$ cat config.mk
export PLATFORM = sky130hd
export DESIGN_NAME = uart_rx_frame_ctrl
export DESIGN_NICKNAME = d
export VERILOG_FILES = /design/src/rtl/uart_rx_frame_ctrl.sv
export SDC_FILE = /design/constraint.sdc
export NUM_CORES = 1
export LEC_CHECK = 0
export ABC_AREA = 1
export CAP_MARGIN = 15
export CELL_PAD_IN_SITES_DETAIL_PLACEMENT = 0
export CELL_PAD_IN_SITES_GLOBAL_PLACEMENT = 1
export CORE_UTILIZATION = 40
export CTS_CLUSTER_SIZE = 30
export DETAILED_ROUTE_END_ITERATION = 8
export HOLD_SLACK_MARGIN = 0.03
export PLACE_DENSITY = 0.78
export SETUP_SLACK_MARGIN = 0.1
export SLEW_MARGIN = 20
export SYNTH_ARGS = -nofsm -noshare
export SYNTH_HDL_FRONTEND = slang
export SYNTH_SLANG_ARGS = --single-unit
$ cat constraint.sdc
create_clock -name i_Clock -period 3.1 [get_ports i_Clock]
set_input_delay 0.62 -clock i_Clock [delete_from_list [all_inputs] [get_ports i_Clock]]
set_output_delay 0.62 -clock i_Clock [all_outputs]
set_load 0.02 [all_outputs]
$ cat src/rtl/uart_rx_frame_ctrl.sv
// -----------------------------------------------------------------------------
// uart_rx_frame_ctrl
//
// Turns the byte stream from a UART receiver into length-checked,
// checksum-checked frames of up to 32 payload bytes (256 bits).
//
// Frame layout on the wire: SOF, LEN, PAYLOAD[0..LEN-1], CSUM.
// CSUM is the 8-bit wrap-around sum of LEN and all payload bytes.
//
// A finished frame is held on the outputs until the consumer raises
// i_Frame_Ready. Any bytes that arrive while a frame is held are dropped
// and counted.
//
// Ports
//   i_Clock        system clock
//   reset          synchronous, active-high reset
//   i_RX_DV        single-cycle byte-valid strobe from the receiver
//   i_RX_Byte      received byte, valid when i_RX_DV=1
//   i_Frame_Ready  consumer accepts the held frame
//   o_Frame_Valid  a completed frame is held
//   o_Frame_Data   payload; byte k is at [8k+7:8k]; unused bytes are 0
//   o_Frame_Len    payload length, 1..32
//   o_Err_Pulse    one-cycle pulse when a frame is aborted
//   o_Err_Code     01 bad length, 10 checksum fail, 11 timeout (sticky)
//   o_Drop_Count   bytes dropped while a frame is held (saturating)
//   o_Busy         high in every state except HUNT
// -----------------------------------------------------------------------------
module uart_rx_frame_ctrl #(
  parameter logic [7:0] SOF_BYTE     = 8'hA5,
  parameter int         MAX_LEN      = 32,
  parameter int         TIMEOUT_CLKS = 21700
) (
  input  logic         i_Clock,
  input  logic         reset,
  input  logic         i_RX_DV,
  input  logic [7:0]   i_RX_Byte,
  input  logic         i_Frame_Ready,
  output logic         o_Frame_Valid,
  output logic [255:0] o_Frame_Data,
  output logic [5:0]   o_Frame_Len,
  output logic         o_Err_Pulse,
  output logic [1:0]   o_Err_Code,
  output logic [7:0]   o_Drop_Count,
  output logic         o_Busy
);

  localparam int               TMO_W     = $clog2(TIMEOUT_CLKS);
  localparam logic [TMO_W-1:0] TMO_LAST  = TMO_W'(TIMEOUT_CLKS - 1);
  localparam logic [TMO_W-1:0] TMO_ONE   = TMO_W'(1);
  localparam logic [7:0]       MAX_LEN_B = 8'(MAX_LEN);

  localparam logic [1:0] ERR_LEN  = 2'b01;
  localparam logic [1:0] ERR_CSUM = 2'b10;
  localparam logic [1:0] ERR_TMO  = 2'b11;

  typedef enum logic [2:0] {
    S_HUNT,
    S_LEN,
    S_PAYLOAD,
    S_CSUM,
    S_HOLD
  } state_t;

  state_t             state_q;
  logic [255:0]       buf_q;
  logic [5:0]         len_q;
  logic [5:0]         idx_q;
  logic [7:0]         sum_q;
  logic [TMO_W-1:0]   tmo_q;

  logic               valid_q;
  logic [255:0]       data_q;
  logic [5:0]         flen_q;
  logic               err_pulse_q;
  logic [1:0]         err_code_q;
  logic [7:0]         drop_q;
  logic               busy_q;

  logic               in_frame;
  logic               tmo_expire;
  logic [7:0]         sum_d;
  logic [5:0]         idx_d;
  logic [7:0]         drop_d;

  // The inter-byte timer only runs while a frame is being collected.
  assign in_frame   = (state_q == S_LEN) || (state_q == S_PAYLOAD) || (state_q == S_CSUM);
  // A byte arriving on the expiry cycle is accepted instead of timing out.
  assign tmo_expire = in_frame && !i_RX_DV && (tmo_q == TMO_LAST);
  assign sum_d      = sum_q + i_RX_Byte;
  assign idx_d      = idx_q + 6'd1;
  assign drop_d     = (drop_q == 8'hFF) ? drop_q : drop_q + 8'd1;

  always_ff @(posedge i_Clock) begin
    if (reset) begin
      state_q     <= S_HUNT;
      buf_q       <= '0;
      len_q       <= '0;
      idx_q       <= '0;
      sum_q       <= '0;
      tmo_q       <= '0;
      valid_q     <= 1'b0;
      data_q      <= '0;
      flen_q      <= '0;
      err_pulse_q <= 1'b0;
      err_code_q  <= '0;
      drop_q      <= '0;
      busy_q      <= 1'b0;
    end else begin
      err_pulse_q <= 1'b0;

      // Every byte restarts the timer; idle clocks advance it inside a frame.
      // Entering LEN always happens on a byte, so entry clears it too.
      if (i_RX_DV) begin
        tmo_q <= '0;
      end else if (in_frame) begin
        tmo_q <= tmo_q + TMO_ONE;
      end

      if (tmo_expire) begin
        state_q     <= S_HUNT;
        busy_q      <= 1'b0;
        err_pulse_q <= 1'b1;
        err_code_q  <= ERR_TMO;
        tmo_q       <= '0;
      end else begin
        case (state_q)
          S_HUNT: begin
            if (i_RX_DV && (i_RX_Byte == SOF_BYTE)) begin
              buf_q   <= '0;
              state_q <= S_LEN;
              busy_q  <= 1'b1;
            end
          end

          S_LEN: begin
            if (i_RX_DV) begin
              if ((i_RX_Byte == 8'd0) || (i_RX_Byte > MAX_LEN_B)) begin
                state_q     <= S_HUNT;
                busy_q      <= 1'b0;
                err_pulse_q <= 1'b1;
                err_code_q  <= ERR_LEN;
              end else begin
                len_q   <= i_RX_Byte[5:0];
                sum_q   <= i_RX_Byte;
                idx_q   <= '0;
                state_q <= S_PAYLOAD;
              end
            end
          end

          S_PAYLOAD: begin
            if (i_RX_DV) begin
              buf_q[{idx_q[4:0], 3'b000} +: 8] <= i_RX_Byte;
              sum_q <= sum_d;
              idx_q <= idx_d;
              if (idx_d == len_q) begin
                state_q <= S_CSUM;
              end
            end
          end

          S_CSUM: begin
            if (i_RX_DV) begin
              if (i_RX_Byte == sum_q) begin
                data_q  <= buf_q;
                flen_q  <= len_q;
                valid_q <= 1'b1;
                state_q <= S_HOLD;
              end else begin
                state_q     <= S_HUNT;
                busy_q      <= 1'b0;
                err_pulse_q <= 1'b1;
                err_code_q  <= ERR_CSUM;
              end
            end
          end

          S_HOLD: begin
            // Bytes are dropped even on the cycle the frame is released.
            if (i_RX_DV) begin
              drop_q <= drop_d;
            end
            if (i_Frame_Ready) begin
              valid_q <= 1'b0;
              state_q <= S_HUNT;
              busy_q  <= 1'b0;
            end
          end

          default: begin
            state_q <= S_HUNT;
            busy_q  <= 1'b0;
          end
        endcase
      end
    end
  end

  assign o_Frame_Valid = valid_q;
  assign o_Frame_Data  = data_q;
  assign o_Frame_Len   = flen_q;
  assign o_Err_Pulse   = err_pulse_q;
  assign o_Err_Code    = err_code_q;
  assign o_Drop_Count  = drop_q;
  assign o_Busy        = busy_q;

endmodule

# After elaboration in Yosys (flattened, before gate mapping)
# Index checks and enable logic that the tools add are counted.
# totals
regBits	569
wordCells	115
output_inout_bits	275
# op_classes
shift	2
bitwise	4
n_lt_le_gt_ge	1
addsub	5
muxes	43
n_eq_ne	23
reduce_logical	24
# ops
op	count
two-way mux 256 bit	2
one-hot mux 256 bit (2 select lines)	1
bitwise mux 256 bit	1
variable shift 8 x 10 -> 256 bit (first input constant)	1
indexed part select 8 x 10 -> 256 bit	1
two-way mux 8 bit	3
two-way mux 3 bit	7
two-way mux 6 bit	3
== test 8 bit (second input constant)	2
one-hot mux 8 bit (2 select lines)	1
AND reduction 4 bit	4
adder 15 x 1 -> 15 bit (second input constant)	1
== test 15 bit (second input constant)	1
one-hot mux 3 bit (5 select lines)	1
AND reduction 5 bit	3
inequality test 2 bit (second input constant)	7
two-way mux 1 bit	13
two-way mux 2 bit	6
one-hot mux 6 bit (2 select lines)	1
negator 8 -> 10 bit	1
inequality test 3 bit (second input constant)	3
adder 8 x 1 -> 8 bit (second input constant)	1
adder 8 bit	1
== test 8 bit	1
other kinds (23)	36

# Longest topological paths before layout
# depth
depth_word	7
mapped_depth	15
ltp_nobuf	14

# Worst setup path before layout
# No wires, ideal clock.
# synth_timing
kind	input to register
start	in i_RX_Byte[3]
end	reg data_q[100] (netlist: o_Frame_Data[100])
setup_time_ns	0.119
path_buffers	3
slack_ns	0.654
arrival_ns	2.326
stages	9
path_cell_list	ha_1 nor4_1 nand4_1 or2_1 buf_2 buf_2 buf_2 o21ai_1 a21oi_1
# synth_between
elab_chain_len	2
# synth_rtl
element	line_no	source
start: declaration	36	input logic [7:0] i_RX_Byte,
== test 8 bit	164	if (i_RX_Byte == sum_q) begin
AND reduction 4 bit (no line)	--	
end signal: assignment	165	data_q <= buf_q;
end: declaration	72	logic [255:0] data_q;
# No other way between the ends.
# A chain may end at the register's enable or synchronous reset.

# Worst setup path in the final report
# layout_timing
start	reg idx_q[2]
end	reg buf_q[199]
# layout_between
elab_chain_len	5
elab_cells_between_ends	6
cone_classes	add/sub: 1; shift: 2; mux: 3
# layout_rtl
element	line_no	source
start: declaration	67	logic [5:0] idx_q;
start signal: assignment	155	idx_q <= idx_d;
negator 8 -> 10 bit *	153	buf_q[{idx_q[4:0], 3'b000} +: 8] <= i_RX_Byte;
indexed part select 8 x 10 -> 256 bit / variable shift 8 x 10 -> 256 bit (equally long branches)	153	
bitwise mux 256 bit *	153	
two-way mux 256 bit *	152	if (i_RX_DV) begin
one-hot mux 256 bit (2 select lines) *	126	case (state_q)
end signal: indexed assignment	153	
end: declaration	65	logic [255:0] buf_q;
# Every way passes the cells marked *; elsewhere a longest branch is shown, timed or not. The select of a mux whose other input is x is not followed.

==> impl_metrics.csv <==
group,metric,value,unit
timing,fin_skew,17.1,ps
global_route,grt-ovfl-total,0,
setup_path,worstPathRequired,3640,ps
detailed_routing,vias,20900,
placement,gp_congestion,0.950,
detailed_routing,route.detailed.drc,0,
power_and_ir_drop,p_seq_frac,0.419,
floorplan,initial_utilization,0.408,
synth,synth.net_count,3024,
finish,layout_commonest_cell,"nand2_1",
timing,drv_slew,0,
synth,synth_adder_area_share,0.00919,
detailed_routing,dr.pass1.iters,6,
synth,syn_area,0.0226,sq mm
clock_tree,cts.sinks,569,
global_route,grt_pass1_vias,19600,
power_and_ir_drop,p_per_area,618,mW/mm^2
clock_tree,cts_made_buffers,58,
detailed_routing,ant_nets,0,
clock_tree,path_clk_slew,60,ps
setup_path,worst_path_most_repeated_cell,"nand2_1",
flow_run,cap_violations,0,
setup_path,crit_path_start_kind,"flip-flop",
status,status,"complete, no violations",
synth,synth_top_family_by_area,"compound AO/OA/AOI/OAI gates",
clock_tree,cts_max_path_buffers,3,
floorplan,row_count,86,
setup_path,crit_type,"flip-flop to flip-flop",
synth,ys_ff_latch,569,
synth,synthArstFlopShare,0,
clock_tree,hold_buffers,0,
power_and_ir_drop,power.switching,5.28,mW
setup_path,critical_path_arrival,3120,ps
synth,synthSimpleGateAreaFrac,0.194,
global_route,antenna_found_initial,0,
setup_path,cp.buffers_inverters,1,
synth,synth_warnings,0,
clock_tree,clock_latency,620,ps
finish,syn_to_final_growth,27.3,%
placement,dp.final_hpwl,53.6,mm
global_route,grt_pass1_wl,111,mm
power_and_ir_drop,swShare,0.297,
power_and_ir_drop,pwr-share-clk,0.399,
clock_tree,cts_root_buf,"clkbuf_16",
detailed_routing,drt_iter0_drc,1727,
floorplan,fp.dieH,240,um
timing,max_freq,0.387,GHz
clock_tree,ctsHtreeMaxLevel,2,
power_and_ir_drop,leakagePower,9.97,nW
floorplan,die_area,0.0575,sq mm
finish,drive_gt1_frac,0.0950,
min_path,hp-class,"flip-flop to flip-flop",
clock_tree,post_cts_buffers,0,
detailed_routing,wirelength,73.3,mm
clock_tree,cts_resized,0,
clock_tree,cts_tree,"done",
synth,ys_seq_area_frac,0.504,
placement,port_buffers,286,
setup_path,cpMaxStageDelayCell,"dfxtp_1",
setup_path,cp_top_family,"simple AND/OR/NAND/NOR gates",
power_and_ir_drop,p_int,12.5,mW
floorplan,die_w,240,um
timing,tns,0,ps
detailed_routing,vias_per_cell,5.11,
finish,diodes,0,
floorplan,boundaryPins,287,
synth,synth-compound-area-share,0.197,
synth,synth_flop_cell,"dfxtp_1",
timing,rsz0062_at_grt,"no",
synth,synth_cell_types,44,
synth,syn_avg_cell_area,7.55,sq um
timing,setup_violations,0,
setup_path,critical_path.cell_chain,"nor2_4 > nand3_4 > nand2_1 > clkinv_1 > nand4_1 > nor2_2 > o21ai_2 > nand2_1 > a21oi_1",
setup_path,crit_path_max_fanout,18,
timing,hold_viol,0,
timing,fin_crit,2580,ps
global_route,track_usage,0.249,
floorplan,core-area,0.0554,sq mm
timing,worst_pin_slew,704,ps
synth,muxShareOfSynthArea,0,
power_and_ir_drop,power,17.8,mW
finish,final_cell_mix,"nand2_1, dfxtp_1, a21oi_1",
power_and_ir_drop,combPwrFrac,0.181,
setup_path,cpPeakStageDelay,480,ps
timing,slew_headroom,0.531,
synth,syn-instance-count,2996,
detailed_routing,wl_per_cell,17.9,um
finish,nets,3327,
synth,synth-xor-area-share,0.00315,
setup_path,cp-end-kind,"flip-flop",
power_and_ir_drop,vdd_drop_max,0.475,mV
timing,fin_crit_sh,0.833,
global_route,grt_max_degree,159,
synth,synth_edf_count,0,
## kinds of logic (layout without fill, tap and decap cells)
family,after synthesis,after routing
AO/OA/AOI/OAI,874,874
XOR/XNOR,6,6
flip-flops,569,569
AND/OR/NAND/NOR,1009,1009
buffers and inverters,522,873
adder cells (fa/ha/maj),16,16
## state kept, by name (all words and copies together), names as in the netlist
register	count
len_q	6
idx_q	6
o_Err_Pulse	1
buf_q	256
o_Frame_Len	6
o_Frame_Data	256
o_Frame_Valid	1
o_Busy	1
o_Err_Code	2
state_q	3
o_Drop_Count	8
sum_q	8
tmo_q	15
## cells in the mapped netlist, drive strengths merged (5+ instances only)
master	count	area share
nand2	620	0.10
dfxtp	569	0.50
a21oi	556	0.12
inv	350	0.058
o21ai	306	0.070
nor2	200	0.040
nand3	91	0.021
clkbuf	86	0.014
buf	84	0.020
nand4	55	0.015
nor3	33	0.011
ha	15	0.0083
or2	6	0.0017
a31oi	5	0.0014
## stage by stage
stage          cell area, sq um  std cells  utilization  hold slack [ps]  setup WS (ps)
2_1_floorplan             22600       2996            -              438            654
4_1_cts                   28800       4095        0.519              445            536
3_3_place_gp              26800       3987        0.484              436           49.5
5_1_grt                   28800       4095        0.519              462            303
6_report                  28800       4095        0.519              442            519
3_5_place_dp              26800       3987        0.484              436          -32.2
## cell type report
type / instances / area (sq um)
Clock buffer: 87 / 1740
Clock inverter: 21 / 226
Fill cell: 5383 / 26600
Inverter: 352 / 1330
Multi-Input combinational cell: 1905 / 9130
Sequential cell: 569 / 11400
Tap cell: 748 / 936
Timing Repair Buffer: 413 / 4030
## metal layers
layer,vias to the layer above,routed length (um),share of wire,GRT usage
met5,-,0,0,0
met4,0,1510,0.021,0.0635
met3,92,3710,0.051,0.0357
met2,598,35400,0.48,0.425
met1,9873,32600,0.45,0.329
li1,10400,-,-,-
## path summary, 6_finish.rpt
check | startpoint | end | slack, ps | cells after the start
max | idx_q[2]$_SDFFE_PP0P_ | buf_q[199]$_SDFFE_PP0P_ | 520 | 9
min | o_Frame_Data[176]$_SDFFE_PP0P_ | o_Frame_Data[176]$_SDFFE_PP0P_ | 440 | 2
max reg2reg | idx_q[2]$_SDFFE_PP0P_ | buf_q[199]$_SDFFE_PP0P_ | 520 | 9
min reg2reg | o_Frame_Data[176]$_SDFFE_PP0P_ | o_Frame_Data[176]$_SDFFE_PP0P_ | 440 | 2
## worst min-delay path: stages, from the launching register on
cell and delay (ps):
dfxtp_1 310, inv_1 40, a21oi_1 50
## power by group through the flow
stage                     clock [mW]  combinational, mW  sequential (mW)
after global placement             0               3.16             7.62
after global routing            7.56               3.50             7.46
final                           7.10               3.23             7.46
after detailed placement           0               3.20             7.61
after floorplan                    0               2.01             7.61
after CTS                       7.25               3.20             7.45
(Power assumes the default switching activity.)
